**config.mk**
```make
export PLATFORM = sky130hd
export DESIGN_NAME = q7_shiftsubdiv
export DESIGN_NICKNAME = d
export VERILOG_FILES = /design/src/rtl/q7_shiftsubdiv.sv
export SDC_FILE = /design/constraint.sdc
export NUM_CORES = 1
export LEC_CHECK = 0
export ABC_AREA = 1
export CAP_MARGIN = 20
export CELL_PAD_IN_SITES_DETAIL_PLACEMENT = 1
export CELL_PAD_IN_SITES_GLOBAL_PLACEMENT = 2
export CORE_MARGIN = 2
export CORE_UTILIZATION = 28
export CTS_BUF_LIST = sky130_fd_sc_hd__clkbuf_8
export DETAILED_ROUTE_END_ITERATION = 10
export PLACE_DENSITY_LB_ADDON = 0.05
export SLEW_MARGIN = 20
export SYNTH_ARGS = -nofsm -noshare
export SYNTH_HDL_FRONTEND = slang
export SYNTH_SLANG_ARGS = --single-unit
export TNS_END_PERCENT = 20
```
**constraint.sdc**
```tcl
create_clock -name clk -period 1.5 [get_ports clk]
set_input_delay 0.225 -clock clk [delete_from_list [all_inputs] [get_ports clk]]
set_output_delay 0.225 -clock clk [all_outputs]
set_load 0.03 [all_outputs]
```
**src/rtl/q7_shiftsubdiv.sv**
```systemverilog
// q7_shiftsubdiv: sequential restoring (shift-subtract) unsigned divider.
// Divides a 2n-bit dividend by an n-bit divisor, producing one quotient bit
// per clock. It uses the same start/stop handshake as the shift-add
// multiplier. Results are registered and exposed only on completion.
module q7_shiftsubdiv #(
  parameter int n = 8
) (
  input  logic           clk,
  input  logic           reset,
  input  logic           start,
  input  logic [2*n-1:0] i_A,
  input  logic [n-1:0]   i_B,
  output logic           stop,
  output logic [n-1:0]   o_Q,
  output logic [n-1:0]   o_R,
  output logic           o_ovf
);

  localparam int CW = $clog2(n + 1);
  localparam logic [CW-1:0] CNT_ONE  = {{(CW-1){1'b0}}, 1'b1};
  localparam logic [CW-1:0] CNT_INIT = CW'(n);

  typedef enum logic [1:0] {
    IDLE = 2'd0,
    RUN  = 2'd1,
    DONE = 2'd2
  } state_t;

  state_t        state_r, state_s;
  logic          start_d_r;
  logic [n-1:0]  rem_r, rem_s;
  logic [n-1:0]  sh_r, sh_s;
  logic [n-1:0]  div_r, div_s;
  logic [CW-1:0] cnt_r, cnt_s;
  logic          stop_r, stop_s;
  logic [n-1:0]  q_r, q_s;
  logic [n-1:0]  r_r, r_s;
  logic          ovf_r, ovf_s;

  // Iteration datapath: shift the next dividend bit into the remainder and
  // conditionally subtract the divisor at n+1 bits.
  logic [n:0]   trial_s;
  logic [n:0]   diff_s;
  logic         ge_s;
  logic [n-1:0] rem_nx_s;
  logic [n-1:0] sh_nx_s;
  logic         accept_s;
  logic         ovf_in_s;
  logic         last_s;

  assign trial_s  = {rem_r, sh_r[n-1]};
  assign ge_s     = (trial_s >= {1'b0, div_r});
  assign diff_s   = trial_s - {1'b0, div_r};
  assign rem_nx_s = ge_s ? diff_s[n-1:0] : trial_s[n-1:0];
  assign sh_nx_s  = {sh_r[n-2:0], ge_s};
  assign last_s   = (cnt_r == CNT_ONE);

  // A start edge is only honoured while no division is in flight.
  assign accept_s = start && !start_d_r && ((state_r == IDLE) || (state_r == DONE));
  // Quotient cannot fit in n bits when the dividend's upper half reaches the
  // divisor; this also covers division by zero.
  assign ovf_in_s = (i_A[2*n-1:n] >= i_B);

  // State, datapath and result registers with synchronous reset.
  always_ff @(posedge clk) begin
    if (reset) begin
      state_r   <= IDLE;
      start_d_r <= 1'b0;
      rem_r     <= {n{1'b0}};
      sh_r      <= {n{1'b0}};
      div_r     <= {n{1'b0}};
      cnt_r     <= {CW{1'b0}};
      stop_r    <= 1'b0;
      q_r       <= {n{1'b0}};
      r_r       <= {n{1'b0}};
      ovf_r     <= 1'b0;
    end else begin
      state_r   <= state_s;
      start_d_r <= start;
      rem_r     <= rem_s;
      sh_r      <= sh_s;
      div_r     <= div_s;
      cnt_r     <= cnt_s;
      stop_r    <= stop_s;
      q_r       <= q_s;
      r_r       <= r_s;
      ovf_r     <= ovf_s;
    end
  end

  // Next-state logic for the IDLE/RUN/DONE controller.
  always_comb begin
    state_s = state_r;
    case (state_r)
      IDLE, DONE: begin
        if (accept_s) begin
          state_s = ovf_in_s ? DONE : RUN;
        end else begin
          state_s = state_r;
        end
      end
      RUN: begin
        if (last_s) begin
          state_s = DONE;
        end else begin
          state_s = RUN;
        end
      end
      default: state_s = IDLE;
    endcase
  end

  // Next values for the datapath and the result registers; results only
  // move on completion so the previous answer is held through RUN.
  always_comb begin
    rem_s  = rem_r;
    sh_s   = sh_r;
    div_s  = div_r;
    cnt_s  = cnt_r;
    stop_s = stop_r;
    q_s    = q_r;
    r_s    = r_r;
    ovf_s  = ovf_r;
    case (state_r)
      IDLE, DONE: begin
        if (accept_s && ovf_in_s) begin
          stop_s = 1'b1;
          ovf_s  = 1'b1;
          q_s    = {n{1'b1}};
          r_s    = {n{1'b0}};
        end else if (accept_s) begin
          rem_s  = i_A[2*n-1:n];
          sh_s   = i_A[n-1:0];
          div_s  = i_B;
          cnt_s  = CNT_INIT;
          stop_s = 1'b0;
        end else begin
          stop_s = stop_r;
        end
      end
      RUN: begin
        rem_s = rem_nx_s;
        sh_s  = sh_nx_s;
        cnt_s = cnt_r - CNT_ONE;
        if (last_s) begin
          q_s    = sh_nx_s;
          r_s    = rem_nx_s;
          ovf_s  = 1'b0;
          stop_s = 1'b1;
        end else begin
          stop_s = 1'b0;
        end
      end
      default: begin
        stop_s = 1'b0;
      end
    endcase
  end

  assign stop  = stop_r;
  assign o_Q   = q_r;
  assign o_R   = r_r;
  assign o_ovf = ovf_r;

endmodule
```
==> impl_metrics.json, run 1 <==
{
  "grt_use_total_pct": 18.0,
  "dp_hpwl_mm": 7.01,
  "avgSynthCellArea_um2": 6.90,
  "pin_count": 45,
  "tightestPinTransition_ns": 0.345,
  "initial_core_util_pct": 28.9,
  "ant_nets": 0,
  "drive_gt1_share_pct": 42.4,
  "synth.area.top_cells": "dfxtp_1 (33%), nand2_1 (13%), nor2_1 (8.9%)",
  "cts.sinks": 49,
  "ff_latch_area_um2": 995,
  "drc": 0,
  "layout_min_cycle_time_ns": 1.70,
  "grt_pass1_wl_mm": 16.3,
  "cts_tree": "done",
  "drv_cap": 0,
  "synthCells": 432,
  "fin_skew_ns": 0.0133,
  "drt_iter0_drc": 100,
  "peakVddDrop_v": 0.000382,
  "multiInputGateArea_um2": 2270,
  "final_area_um2": 4580,
  "crit_required_ns": 1.74,
  "port-buffer-count": 44,
  "period_share_pct": 114,
  "cts-buffers-inserted": 5,
  "clockPowerShare_pct": 16.0,
  "seq_power_share_pct": 31.6,
  "synth_top_area_share_pct": 32.9,
  "power.density_nw_per_um2": 1090,
  "nets": 576,
  "ys_types": 35,
  "synth.ff_latch_count": 49,
  "relSlewSlack_pct": 77.0,
  "crit_fanout": 6,
  "cp-start-kind": "register",
  "worst_hold_path_type": "in2reg",
  "die_h_um": 107,
  "fill_cells": 1267,
  "violations": "negative setup slack",
  "cp-end-kind": "register",
  "antenna_cells": 0,
  "clk_pin_slew_ns": 0.09,
  "holdPathStages": 3,
  "p_int_w": 0.00287,
  "postPlaceCellArea_um2": 4020,
  "antenna_found_initial": 0,
  "design.core.area_um2": 10300,
  "finalSetupTns_ns": -2.58,
  "pre_cts_slack_ns": -0.896,
  "synth_most_common_cell": "nand2_1",
  "vias": 3127,
  "rows": 37,
  "postLayoutCoreUtil_pct": 44.3,
  "grt_setup_unrepaired": "yes",
  "finalHoldViolations": 0,
  "setup_violations": 18,
  "synth_flop_cell": "dfxtp_1",
  "p_leak_nw": 2.07,
  "fp.dieArea_um2": 11500,
  "die_w_um": 107,
  "grt_pass1_vias": 3231,
  "syn_area_um2": 2980,
  "globalplace.congestion": 0.743,
  "status": "finished with violations",
  "p_comb_share_pct": 52.4,
  "switching_power_w": 0.00210,
  "synthToLayoutAreaGrowth_pct": 53.6,
  "vias_per_cell": 4.69,
  "ys_warn_count": 0,
  "synthTopCellsByCount": "nand2_1 (100), nor2_1 (71), dfxtp_1 (49), inv_1 (45), o21ai_0 (32)",
  "worstSetupPathType": "reg2reg",
  "wl_mm": 9.80,
  "async_flop_share_pct": 0,
  "drv_slew": 0,
  "fin_ws_ns": -0.203,
  "htree_levels": 2,
  "sw_frac_of_total_pct": 42.3,
  "clockRootBuffer": "clkbuf_8",
  "worst_skew_pair.late_latency_ns": 0.30,
  "cp.arrival_ns": 1.94,
  "clk_path_buf_depth": 2,
  "wl_per_cell_um": 14.7,
  "achievable-frequency_mhz": 587,
  "synth.largest_area_cell": "dfxtp_1",
  "drt_pre_antenna_iters": 4,
  "synth_enable_flop_cells": 0,
  "power_w": 0.00498,
  "grt_max_degree": 43,
  "syn-num-nets": 478,
  "overflow": 0,
  "ys_seq_area_share_pct": 32.9,
  "ff2ff_path_depth": 11
}
flip-flops by register name (all words and copies together) (netlist names):
register,count
cnt_r,4
div_r,8
o_Q,8
o_R,8
o_ovf,1
rem_r,8
sh_r,8
start_d_r,1
state_r,2
stop,1
layout by cell type, fill, tap and decap left out, types with 13 or more instances in the layout:
| master | n |
|---|---|
| dfxtp_1 | 38 |
| buf_4 | 50 |
| nand2_2 | 20 |
| nand2_1 | 76 |
| o21ai_0 | 24 |
| ha_4 | 15 |
| dlygate4sd2_1 | 18 |
| nor2_1 | 54 |
| nor2_2 | 17 |
| a21oi_1 | 13 |
| inv_2 | 21 |
| inv_1 | 27 |
routing by layer:
layer / wire length [µm] / share of wire (%) / global-route usage, % / up-vias
met3: 244 / 2.5 / 2.31 / 5
met4: 51 / 0.52 / 2.50 / 0
met1: 4730 / 48 / 24.5 / 1501
li1: - / - / - / 1584
met5: 0 / 0 / 0 / -
met2: 4780 / 49 / 31.1 / 37
area by class of cell:
class / instances / area share, %
clock buffer: 5 / 1.50
clock inverter: 3 / 0.410
inverter: 49 / 4.43
multi-input combinational: 321 / 49.5
sequential: 49 / 21.7
tap: 136 / 3.72
timing repair buffer: 103 / 18.4
timing repair inverter: 1 / 0.246
metrics by stage:
| step | hold WS [ns] | cells |
|---|---|---|
| after CTS | 0.219 | 666 |
| after detailed placement | 0.466 | 645 |
| after global routing | 0.251 | 667 |
| after floorplan | 0.378 | 432 |
| after global placement | 0.457 | 645 |
| final | 0.227 | 667 |
power groups by stage:
| stage | registers [W] | clock network, W | logic [W] |
|---|---|---|---|
| 2_1_floorplan | 0.00166 | 0 | 0.00125 |
| 3_3_place_gp | 0.00159 | 0 | 0.00202 |
| 3_5_place_dp | 0.00160 | 0 | 0.00205 |
| 4_1_cts | 0.00157 | 0.000832 | 0.00244 |
| 5_1_grt | 0.00159 | 0.000890 | 0.00287 |
| 6_report | 0.00157 | 0.000794 | 0.00261 |
worst paths after layout:
check,from,endpoint,slack (ns)
hold reg to reg,sh_r[5],sh_r[5],0.48
hold / removal,i_B[5],div_r[5],0.23
setup reg to reg,div_r[2],rem_r[3],-0.20
setup / recovery,div_r[2],rem_r[3],-0.20
cells by family after synthesis:
family | share of synthesized area [%]
adder cells (fa/ha/maj) | 8.23
flip-flops | 32.9
buffers and inverters | 10.6
AO/OA/AOI/OAI | 9.53
XOR/XNOR | 1.18
AND/OR/NAND/NOR | 37.6
timing repair:
| action | 4_1_cts | 5_1_grt |
|---|---|---|
| pin swaps | 30 | 22 |
| gates resized for setup | 168 | 41 |
| buffers inserted | 9 | 1 |
| endpoints found under the setup margin | 66 | 39 |
| hold buffers | 0 | 0 |
| gates cloned | 4 | 0 |
worst max-delay path, stage by stage, from the launching register on:
cell	delay, ns
dfxtp_1	0.33
inv_2	0.05
ha_4	0.29
nand2_1	0.10
nor2_4	0.13
buf_4	0.12
nand3_4	0.10
nand4_4	0.16
nand3_1	0.10
nand2_2	0.13
nor2_1	0.05
nor2_1	0.08
Power figures use the tool's default switching activity.
==> run 2: changes to the inputs <==
CORE_UTILIZATION = 33   (was 28)
clock period = 2.1 ns   (was 1.5 ns; I/O delays follow)
==> run 2 against run 1 <==
The run now ends clean. Clock power shrank 28%. Via count is 6.1% lower. Die area fell by 15%. Critical path depth unchanged.
==> impl_metrics.json, run 2 (same netlist as run 1, synthesis figures left out) <==
{
  "cts.sinks": 49,
  "clockRootBuffer": "clkbuf_8",
  "vias": 2935,
  "layout_min_cycle_time_ns": 2.01,
  "status": "finished clean",
  "crit_fanout": 7,
  "achievable-frequency_mhz": 497,
  "grt_setup_unrepaired": "no",
  "grt_max_degree": 43,
  "startpoint": "i_A[11]",
  "drv_cap": 0,
  "grt_pass1_wl_mm": 14.4,
  "post_layout_nonfiller_instances": 605,
  "setup_violations": 0,
  "fin_skew_ns": 0.0102,
  "globalplace.congestion": 0.794,
  "p_leak_nw": 1.82,
  "cp.arrival_ns": 2.22,
  "clk_path_buf_depth": 2,
  "grt_use_met1_pct": 23.8,
  "overflow": 0,
  "wl_mm": 8.66,
  "grt_pass1_vias": 3054,
  "ant_nets": 0,
  "met3_usage_pct": 2.41,
  "drc": 0,
  "synthToLayoutAreaGrowth_pct": 31.2,
  "drt_pre_antenna_iters": 4,
  "rrSetupSlack_ns": 0.20,
  "r2r_end": "rem_r[6]",
  "cts-buffers-inserted": 5,
  "htree_levels": 2,
  "dpl.cell_count": 591,
  "pin_count": 45,
  "worst_hold_path_type": "in2reg",
  "cp-start-kind": "input pin",
  "power.density_nw_per_um2": 770,
  "design.core.area_um2": 8720,
  "crit_end": "rem_r[1]",
  "vias_per_cell": 4.85,
  "port-buffer-count": 44,
  "die_w_um": 99.0,
  "rows": 34,
  "antenna_found_initial": 0,
  "fin_ws_ns": 0.0881,
  "peakVddDrop_v": 0.000401,
  "drt_iter0_drc": 91,
  "drv_slew": 0,
  "fp.dieArea_um2": 9810,
  "grt_busiest_layer": "met2",
  "period_share_pct": 95.8,
  "cp-end-kind": "register",
  "layout_commonest_cell": "nand2_1",
  "grt_use_total_pct": 18.1,
  "finalHoldViolations": 0,
  "dp_hpwl_mm": 6.43,
  "tightestPinTransition_ns": 0.379,
  "initial_core_util_pct": 34.2,
  "antenna_cells": 0,
  "hold_slack_ns": 0.379,
  "final_cell_mix": "nand2_1 (95), nor2_1 (66), dfxtp_1 (49), inv_1 (45), clkdlybuf4s50_1 (41)",
  "crit_required_ns": 2.30,
  "worstSetupPathType": "in2reg",
  "worst_skew_pair.late_latency_ns": 0.30,
  "finalSetupTns_ns": 0,
  "gr-usage-met2_pct": 31.7,
  "nets": 542,
  "relSlewSlack_pct": 74.7,
  "clk_pin_slew_ns": 0.10,
  "cts_tree": "done",
  "cts_hold_buf": 0,
  "drive_gt1_share_pct": 16.3,
  "die_h_um": 99.0,
  "wl_per_cell_um": 14.3,
  "pre_cts_slack_ns": -0.323,
  "ff2ff_path_depth": 12,
  "r2r-start": "sh_r[7]"
}
## run 2: worst min path at each step
stage               startpoint  cells after the start  endpoint
global route            i_B[7]                      3  div_r[7]
floorplan             div_r[0]                      2  div_r[0]
finish                  i_B[7]                      3  div_r[7]
detailed placement     sh_r[3]                      2   sh_r[3]
global placement      div_r[2]                      2  div_r[2]
CTS                   div_r[2]                      2  div_r[2]
## run 2: area by class of cell
type                            count  area [µm²]
Clock buffer                        5        68.8
Clock inverter                      3        18.8
Fill cell                        1112        4810
Inverter                           49         196
Multi-Input combinational cell    319        1790
Sequential cell                    49         981
Tap cell                          108         135
Timing Repair Buffer               72         716
## run 2: where the power goes
part	total [W]	switching [W]	internal (W)
combinational	0.00133	0.000803	0.000528
sequential	0.00111	0.0000688	0.00104
clock	0.000572	0.000341	0.000231
total	0.00301	0.00121	0.00180
## run 2: per-stage QoR
| step | util [%] | total power (W) | area [µm²] |
|---|---|---|---|
| floorplan | - | 0.00197 | 2980 |
| global placement | 41.6 | 0.00234 | 3630 |
| detailed placement | 41.6 | 0.00236 | 3630 |
| CTS | 42.7 | 0.00293 | 3720 |
| global route | 44.8 | 0.00326 | 3910 |
| finish | 44.8 | 0.00301 | 3910 |
## run 2: worst max-delay path, stage by stage
cell             delay [ns]
clkdlybuf4s50_1        0.56
ha_4                   0.23
a21oi_1                0.17
nand2_2                0.07
nand2_2                0.06
nand4_1                0.20
nand2_4                0.22
buf_6                  0.13
nand2_1                0.06
nor2_1                 0.14
nor2_1                 0.05
## run 2: per-layer routing
| metal | part of all wire (%) | routed length (µm) | up-vias |
|---|---|---|---|
| met5 | 0 | 0 | - |
| met4 | 0.60 | 52 | 0 |
| met3 | 2.6 | 225 | 4 |
| met2 | 47 | 4110 | 41 |
| met1 | 49 | 4270 | 1391 |
| li1 | - | - | 1499 |
## run 2: repair_timing
item	in CTS	in global routing
gates cloned	0	2
gates resized for setup	1	36
pin swaps	0	11
setup buffers	0	4
setup endpoints to repair	1	37
